===== config.mk =====
export PLATFORM = sky130hd
export DESIGN_NAME = serial_xnor_comparator
export DESIGN_NICKNAME = d
export VERILOG_FILES = /design/src/rtl/serial_xnor_comparator.sv
export SDC_FILE = /design/constraint.sdc
export NUM_CORES = 1
export LEC_CHECK = 0
export ABC_AREA = 1
export CAP_MARGIN = 10
export CORE_MARGIN = 4
export CORE_UTILIZATION = 48
export DETAILED_ROUTE_END_ITERATION = 6
export GPL_TIMING_DRIVEN = 0
export PLACE_DENSITY_LB_ADDON = 0.3
export SYNTH_ARGS = -nofsm -noshare
export SYNTH_HDL_FRONTEND = slang
export SYNTH_SLANG_ARGS = --single-unit

===== constraint.sdc =====
create_clock -name clk -period 2.22 [get_ports clk]
set_clock_uncertainty 0.15 [all_clocks]
set_input_delay 0.333 -clock clk [delete_from_list [all_inputs] [get_ports clk]]
set_output_delay 0.333 -clock clk [all_outputs]
set_load 0.02 [all_outputs]

===== src/rtl/serial_xnor_comparator.sv =====
// Bit-serial WIDTH-bit comparator: XNOR vector, equality and mismatch count via start/busy/done.
// Optional early exit on the first mismatching bit when SERIAL_XNOR_EARLY_EXIT_EN is defined.
module serial_xnor_comparator #(
    parameter int unsigned WIDTH     = 8,
    parameter bit          MSB_FIRST = 1'b0,
    localparam int unsigned CNT_W    = $clog2(WIDTH + 1)
) (
    input  logic             clk,
    input  logic             rst,
    input  logic             start,
    input  logic [WIDTH-1:0] a,
    input  logic [WIDTH-1:0] b,
    output logic             busy,
    output logic             done,
    output logic             eq,
    output logic [WIDTH-1:0] xnor_vec,
    output logic [CNT_W-1:0] diff_cnt
);

    localparam int unsigned IDX_W = $clog2(WIDTH);

    typedef enum logic [1:0] {
        ST_IDLE  = 2'd0,
        ST_SHIFT = 2'd1,
        ST_DONE  = 2'd2
    } state_e;

    state_e             state_q, state_d;
    logic [WIDTH-1:0]   a_q, a_d;
    logic [WIDTH-1:0]   b_q, b_d;
    logic [IDX_W-1:0]   idx_q, idx_d;
    logic [WIDTH-1:0]   wvec_q, wvec_d;
    logic [CNT_W-1:0]   wcnt_q, wcnt_d;
    logic               eq_q, eq_d;
    logic [WIDTH-1:0]   xvec_q, xvec_d;
    logic [CNT_W-1:0]   cnt_q, cnt_d;
    logic               busy_q, busy_d;
    logic               done_q, done_d;

    logic               a_bit;
    logic               b_bit;
    logic               diff_bit;
    logic [IDX_W-1:0]   pos;
    logic               finish;
    logic               load;

    // Next-state, datapath and result publication
    always_comb begin
        state_d  = state_q;
        a_d      = a_q;
        b_d      = b_q;
        idx_d    = idx_q;
        wvec_d   = wvec_q;
        wcnt_d   = wcnt_q;
        eq_d     = eq_q;
        xvec_d   = xvec_q;
        cnt_d    = cnt_q;
        finish   = 1'b0;
        load     = 1'b0;
        a_bit    = MSB_FIRST ? a_q[WIDTH-1] : a_q[0];
        b_bit    = MSB_FIRST ? b_q[WIDTH-1] : b_q[0];
        diff_bit = a_bit ^ b_bit;
        pos      = MSB_FIRST ? (IDX_W'(WIDTH - 1) - idx_q) : idx_q;

        case (state_q)
            ST_IDLE: begin
                load = start;
            end
            ST_SHIFT: begin
                wvec_d[pos] = ~diff_bit;
                wcnt_d      = wcnt_q + CNT_W'(diff_bit);
                a_d         = MSB_FIRST ? (a_q << 1) : (a_q >> 1);
                b_d         = MSB_FIRST ? (b_q << 1) : (b_q >> 1);
                idx_d       = idx_q + IDX_W'(1);
                finish      = (idx_q == IDX_W'(WIDTH - 1));
`ifdef SERIAL_XNOR_EARLY_EXIT_EN
                if (diff_bit) begin
                    finish = 1'b1;
                end
`endif
                if (finish) begin
                    state_d = ST_DONE;
                    eq_d    = (wcnt_d == '0);
                    xvec_d  = wvec_d;
                    cnt_d   = wcnt_d;
                end
            end
            ST_DONE: begin
                load    = start;
                state_d = ST_IDLE;
            end
            default: begin
                state_d = ST_IDLE;
            end
        endcase

        // Accepted start: capture operands and clear the working accumulators
        if (load) begin
            a_d     = a;
            b_d     = b;
            idx_d   = '0;
            wvec_d  = '0;
            wcnt_d  = '0;
            state_d = ST_SHIFT;
        end

        busy_d = (state_d == ST_SHIFT);
        done_d = (state_d == ST_DONE);
    end

    always_ff @(posedge clk) begin
        if (rst) begin
            state_q <= ST_IDLE;
            a_q     <= '0;
            b_q     <= '0;
            idx_q   <= '0;
            wvec_q  <= '0;
            wcnt_q  <= '0;
            eq_q    <= 1'b0;
            xvec_q  <= '0;
            cnt_q   <= '0;
            busy_q  <= 1'b0;
            done_q  <= 1'b0;
        end else begin
            state_q <= state_d;
            a_q     <= a_d;
            b_q     <= b_d;
            idx_q   <= idx_d;
            wvec_q  <= wvec_d;
            wcnt_q  <= wcnt_d;
            eq_q    <= eq_d;
            xvec_q  <= xvec_d;
            cnt_q   <= cnt_d;
            busy_q  <= busy_d;
            done_q  <= done_d;
        end
    end

    assign busy     = busy_q;
    assign done     = done_q;
    assign eq       = eq_q;
    assign xnor_vec = xvec_q;
    assign diff_cnt = cnt_q;

endmodule

* Word-level counts from Yosys, hierarchy flattened
Index checks and enable logic that the tools add are counted.
W data, S select, Z words.
** Operators by class
- Add/sub/neg operators :: 2
- Multiply operators :: 0
- Divide/modulo/power cells :: 0
- $lt $le $gt $ge :: 2
- Eq/ne operators :: 5
- Shift-type cells :: 0
- Mux-type cells :: 11
- Bitwise gates (word level) :: 2
- Reductions and logical operators :: 7
** Operator list (count)
- $mux W8 :: 4
- $bwmux W8 :: 1
- $add A4 B1 Y4 :: 1
- $eq A2 B1 Y1 const B :: 2
- $eq A2 B2 Y1 const B :: 2
- $logic_not A4 Y1 :: 1
- $lt A3 B4 Y1 const B :: 1
- $mux W2 :: 2
- $pmux W2 S2 :: 1
- $reduce_or A2 Y1 :: 2
- $add A3 B1 Y3 const B :: 1
- $demux W1 S3 :: 1
- $eq A3 B3 Y1 const B :: 1
- $ge A3 B1 Y1 const B :: 1
- $logic_not A2 Y1 :: 1
- $mux W1 :: 2
- $reduce_and A2 Y1 :: 1
- $reduce_bool A2 Y1 :: 1
- $logic_and A1 B1 Y1 :: 1
- $not A1 Y1 :: 1
- $xor A1 B1 Y1 :: 1
** Word-level totals
- Register bits :: 48
- Bits in latches :: 0
- Memory bits (writable) :: 0
- Memory bits (read-only) :: 0
- Input bits :: 19
- Output and inout bits :: 15
- Memories kept :: 0

* Longest topological paths before layout
Gate-level depths: netlist (run 1).
- Word-level depth :: 5
- Depth in mapped cells :: 9
- Gate-level depth less buffers :: 9

* Worst setup path before layout (run 1)
OpenSTA, ideal clock, no wires.
- Path kind :: register -> register
- Start :: register b_q[0]
- End :: register eq_q, in the netlist eq
- Arrival :: 1552 ps
- Path slack :: 448 ps
- Cell stages (with the launch flop) :: 10
- Period minus slack after synthesis :: 1772 ps
- Cells stage by stage :: dfxtp_1 xnor2_2 inv_1 ha_1 ha_1 inv_1 nand2_1 nor2_1 nand3_1 a21oi_1
** On the way
- Word-level cells in the longest chain between the ends :: 3
** Ends and longest elaborated chain
- start, declared :: line 30 : logic [WIDTH-1:0] b_q, b_d;
- start signal, assigned :: line 115 : b_q <= '0;
- start signal, assigned :: line 127 : b_q <= b_d;
- $xor A1 B1 Y1 :: line 62 : diff_bit = a_bit ^ b_bit;
- $add A4 B1 Y4 :: line 71 : wcnt_d = wcnt_q + CNT_W'(diff_bit);
- $logic_not A4 Y1 :: line 83 : eq_d = (wcnt_d == '0);
- end signal, assigned :: line 131 : eq_q <= eq_d;
- end, declared :: line 34 : logic eq_q, eq_d;
No other way between the ends.
A chain may end at the register's enable or synchronous reset.

* Worst setup path after layout (run 1)
Ends and elaborated chain as after synthesis.

==> results of run 1 <==
## layout make-up
| type | instances | share of cell area [%] |
|---|---|---|
| clock buffer | 6 | 2.698 |
| buffer | 13 | 3.209 |
| clock inverter | 2 | 1.302 |
| sequential | 48 | 35.72 |
| inverter | 43 | 6.000 |
| tap | 52 | 2.419 |
| timing repair buffer | 32 | 11.91 |
| multi-input combinational | 189 | 36.74 |
## power by group
part / switching, mW / total, mW / leakage, nW / internal [mW]
clock: 0.283 / 0.618 / 0.0552 / 0.334
combinational: 0.163 / 0.284 / 0.818 / 0.121
sequential: 0.0315 / 0.939 / 0.392 / 0.908
total: 0.478 / 1.84 / 1.27 / 1.36
## synthesized netlist by cell type, types with 3 or more instances
| cell | n |
|---|---|
| inv_2 | 4 |
| buf_6 | 3 |
| dfxtp_1 | 48 |
| o21ai_1 | 7 |
| buf_2 | 6 |
| o21a_1 | 8 |
| o21ai_0 | 12 |
| ha_1 | 4 |
| nand2_1 | 47 |
| nor3_2 | 7 |
| a21oi_1 | 12 |
| nor2_1 | 34 |
| nor3_1 | 14 |
| nand3_1 | 30 |
| a211oi_1 | 3 |
| inv_1 | 39 |
| o211ai_1 | 4 |
## state kept, by name (all words and copies together), names as in the netlist
signal / cells
a_q: 8
b_q: 8
wvec_q: 8
xnor_vec: 8
diff_cnt: 4
wcnt_q: 4
idx_q: 3
state_q: 2
busy: 1
done: 1
eq: 1
## logic make-up after synthesis
group | count (synthesis) | share of synthesized area [%]
AND/OR/NAND/NOR | 137 | 29.02
AO/OA/AOI/OAI | 46 | 12.25
adder cells (fa/ha/maj) | 4 | 2.290
flip-flops | 48 | 43.96
buffers and inverters | 56 | 11.33
XOR/XNOR | 2 | 1.145
## critical path, delay by kind of cell, from the launching register on
| family | cells | cell delay [ns] |
|---|---|---|
| adder cells (fa/ha/maj) | 2 | 0.53 |
| flip-flops | 1 | 0.37 |
| buffers and inverters | 2 | 0.17 |
| AND/OR/NAND/NOR | 3 | 0.23 |
| XOR/XNOR | 1 | 0.33 |
| AO/OA/AOI/OAI | 1 | 0.12 |
## path summary, 6_finish.rpt
| kind | start | to | cells past startpoint |
|---|---|---|---|
| worst max-delay path | b_q[0] | eq | 9 |
| worst max register to register | b_q[0] | eq | 9 |
| worst min-delay path | rst | b_q[6] | 2 |
| worst min register to register | a_q[3] | a_q[3] | 2 |
## metal layers
layer	global-route usage, %	share of wire (%)
met1	21.84	46
met4	6.214	1.3
met5	0	0
met2	33.84	48
met3	3.826	4.3
## stage by stage
step	cells	setup WS, ns	instance area (um^2)
finish	385	0.2464	2690
global route	385	0.05891	2690
detailed placement	377	0.1766	2571
CTS	385	0.1467	2679
global placement	377	0.1813	2571
floorplan	293	0.4484	2186
==> metrics.cfg, run 1 <==
[finish]
layout_common_cells = dfxtp_1 (48), nand2_1 (47), inv_1 (39)
final_common_cell = dfxtp_1
diodes = 0
fillerInstances = 405
multi_input_comb_area_um2 = 988.4
areaGrowthSynthToFinish_pct = 23.07
drive_above_1_share_pct = 10.21
seqCellArea_um2 = 960.9
final_util_pct = 61.36
layout.nets = 355

[sta]
timing.final.crit_share_pct = 88.90
rsz0062_at_grt = false
finalSetupViolations = 0
fin_tns_setup_ns = 0
worst_slew_pin_slew_ns = 0.4523
fmax_mhz = 506.7
whs_ns = 0.1827
report.final.slew_viol_count = 0
hold_viol = 0
slew_headroom_pct = 69.85
final.min_clock_period_ns = 1.974

[synthesis]
synth_nets = 316
yosys_warnings = 0
synth.avg_cell_area_um2 = 7.460
synth_cells = 293
yosysTopAreaCell = dfxtp_1
async_flop_share_pct = 0
ys_ff_latch = 48
synth.top_cell.area_share_pct = 43.96
synth-main-ff-cell = dfxtp_1
syn_area_mm2 = 0.002186
synth.area.top_cells = dfxtp_1 (44%), nand2_1 (8.1%), nand3_1 (6.9%)
ys_seq_area_share_pct = 43.96
synth_edf_count = 0
ys_types = 25

[grt]
grt_pass1_wl_um = 8197
grt_max_degree = 15
track_usage_pct = 18.68
antenna_found_initial = 0
grt_overflow = 0
grt_pass1_vias = 1909

[route]
drt-total-wl_um = 4803
drt_iter0_drc = 79
ant_nets = 0
firstDrtPassIters = 4
via_per_inst = 5.083
vias = 1957
wire_per_inst_um = 12.48
drc_errors = 0

[worst_setup_path]
slowest_stage = dfxtp_1
critPathRequiredTime_ns = 2.30
cp_cell_sequence = xnor2_4 > inv_1 > ha_1 > ha_1 > inv_1 > nand2_1 > nor2_1 > nand3_1 > a21oi_1
crit_fanout = 9
startpoint_type = register
reg2reg_slack_ns = 0.25
critPathCaptureType = register
cpPeakStageDelay_ns = 0.37
crit_arrival_ns = 2.06
crit_type = reg2reg

[cts]
cts_tree = yes
cts_sinks = 48
post_cts_buffers = 0
root_buffer = clkbuf_8
insertion_delay_ns = 0.30
numCtsBuffers = 5
postCtsHoldBufs = 0
clockBufferDepth = 2
htreeDepth = 2
cts-resized-gates = 0
cts.clk_slew.worst_paths_ns = 0.09

[pwr]
p_per_area_mw_per_mm2 = 684.2
vdd_ir_drop_max_uv = 307.1
power_mw = 1.841
leakagePower_nw = 1.265

[die]
die_area_mm2 = 0.005697
initial_utilization_pct = 49.86
rows = 24
die_y_um = 75.48
coreArea_mm2 = 0.004384
ios = 34
die_x_um = 75.48

[placement]
gp_congestion = 0.8974
port_buffers = 32
dp_hpwl_um = 3480

[status]
outcome = finished, final reports clean

[worst_hold_path]
min_path_type = in2reg

[flow_run]
max_cap_violations = 0

Note: power is estimated with default switching activity, not from simulation.
==> inputs of run 2 (changes only) <==
--- a/config.mk
+++ b/config.mk
@@ -12,6 +12,7 @@
 export DETAILED_ROUTE_END_ITERATION = 6
 export GPL_TIMING_DRIVEN = 0
 export PLACE_DENSITY_LB_ADDON = 0.3
+export REMOVE_ABC_BUFFERS = 1
 export SYNTH_ARGS = -nofsm -noshare
 export SYNTH_HDL_FRONTEND = slang
 export SYNTH_SLANG_ARGS = --single-unit
==> run 2 against run 1 <==
Compared with the run above: via count is 1.7% lower; final cell count is 2.1% lower; clock-buffer cell count stayed put; register-to-register slack worse by 0.06 ns; largest cell class unchanged.
==> metrics.cfg, run 2 (synthesized netlist as in run 1, its figures left out) <==
[worst_setup_path]
critPathBufInv = 2
startpoint_type = register
cpLargestDelayFamily = adder cells
critPathRequiredTime_ns = 2.29
crit_type = reg2reg
cp_cell_sequence = xnor2_2 > inv_1 > ha_1 > ha_1 > inv_1 > nand2_1 > nor2_1 > nand3_1 > a21oi_1
slowest_stage = xnor2_2
cpPeakStageDelay_ns = 0.40
crit_fanout = 9
critPathCaptureType = register
crit_arrival_ns = 2.11
reg2reg_slack_ns = 0.18

[placement]
dp_slack_ns = -0.3703
dpl-instance-area_mm2 = 0.002495
dp.cells = 365
dp_hpwl_um = 2925
port_buffers = 33
gp_congestion = 0.8293

[finish]
layout_common_cells = dfxtp_1 (48), nand2_1 (46), inv_1 (37)
drive_above_1_share_pct = 9.538
final_common_cell = dfxtp_1
multi_input_comb_area_um2 = 979.7
layout.nets = 347
areaGrowthSynthToFinish_pct = 20.32
instances_no_fill = 377
seqCellArea_um2 = 960.9
diodes = 0
final_util_pct = 59.99
fin_area_mm2 = 0.002630
fillerInstances = 410

[route]
drt_iter0_drc = 90
via_per_inst = 5.101
firstDrtPassIters = 4
vias = 1923
ant_nets = 0
wire_per_inst_um = 12.03
drc_errors = 0
drt-total-wl_um = 4536

[sta]
worst_slew_pin_slew_ns = 0.5228
fin_tns_setup_ns = 0
slew_headroom_pct = 65.04
fmax_mhz = 490.6
finalSetupViolations = 0
report.final.slew_viol_count = 0
timing.final.crit_share_pct = 91.82
final.min_clock_period_ns = 2.038
setup_ws_ns = 0.1815
rsz0062_at_grt = false
hold_viol = 0

[cts]
root_buffer = clkbuf_8
cts_tree = yes
postCtsHoldBufs = 0
numCtsBuffers = 5
insertion_delay_ns = 0.30
clockBufferDepth = 2
cts_sinks = 48
cts.clk_slew.worst_paths_ns = 0.09
htreeDepth = 2

[grt]
gr-usage-met2_pct = 28.00
grt_pass1_vias = 1786
grt_overflow = 0
antenna_found_initial = 0
met3_usage_pct = 4.222
use_met1_pct = 22.31
track_usage_pct = 17.25
grt_pass1_wl_um = 7631
grt_max_degree = 25
top_usage_layer = met2

[die]
coreArea_mm2 = 0.004384
die_area_mm2 = 0.005697
ios = 34
die_x_um = 75.48
initial_utilization_pct = 49.86
die_y_um = 75.48
rows = 24

[flow_run]
max_cap_violations = 0

[worst_hold_path]
min_path_type = reg2reg

[pwr]
p_per_area_mw_per_mm2 = 662.3
vdd_ir_drop_max_uv = 315.4
leakagePower_nw = 1.195

[status]
outcome = finished, final reports clean

==> run 2: changes by cell type in the layout (fill, tap and decap cells not counted), sizes merged <==
cell	previous run	this run
clkinvlp	0	6
buf	11	2
clkbuf	8	6
clkdlybuf4s50	32	33
bufinv	1	0
clkinv	1	0
inv	43	41
==> run 2: power by group <==
part | switching, mW | internal, mW | total, mW
sequential | 0.0303 | 0.908 | 0.938
clock | 0.287 | 0.252 | 0.539
combinational | 0.159 | 0.106 | 0.264
total | 0.476 | 1.27 | 1.74
==> run 2: repair_timing <==
| item | in CTS | in global routing |
|---|---|---|
| setup buffers | 0 | 2 |
| cloned | 1 | 1 |
| endpoints found under the setup margin | 6 | 8 |
| gates resized for setup | 1 | 3 |
==> run 2: worst min-delay path, cell delays in order, from the launching register on <==
cell and delay, ns:
dfxtp_1 0.31, nand2_1 0.06, a21oi_1 0.06
==> run 2: final timing paths <==
| check | from | to | cells after the start |
|---|---|---|---|
| worst min register to register | eq | eq | 2 |
| worst max register to register | b_q[0] | eq | 9 |
| worst min-delay path | eq | eq | 2 |
| worst max-delay path | b_q[0] | eq | 9 |
==> run 2: metal layers <==
metal	part of all wire (%)	up-vias
li1	-	1003
met1	49	872
met2	44	42
met3	5.1	6
met4	1.6	0
met5	0	-
==> run 2: area by class of cell <==
class                   count  area share, %
flip-flops and latches     48          36.54
repair inverters            2         0.4757
repair buffers             35          13.13
clock inverters             2         0.5709
inverters                  43          6.422
multi-input cells         189          37.25
well taps                  52          2.474
clock buffers               6          3.140
==> run 2: stage by stage <==
stage	hold slack [ns]	total power [mW]
2_1_floorplan	0.2521	1.128
3_3_place_gp	0.3048	1.205
3_5_place_dp	0.3065	1.213
4_1_cts	0.3206	1.758
5_1_grt	0.3325	1.839
6_report	0.3170	1.742
==> inputs of run 3 (changes only) <==
--- a/config.mk
+++ b/config.mk
@@ -11,6 +11,7 @@
 export CORE_UTILIZATION = 48
 export DETAILED_ROUTE_END_ITERATION = 6
 export GPL_TIMING_DRIVEN = 0
+export HOLD_SLACK_MARGIN = 0.05
 export PLACE_DENSITY_LB_ADDON = 0.3
 export REMOVE_ABC_BUFFERS = 1
 export SYNTH_ARGS = -nofsm -noshare
==> results of run 3 <==
Final layout, timing and power as in run 2 (identical DEF).
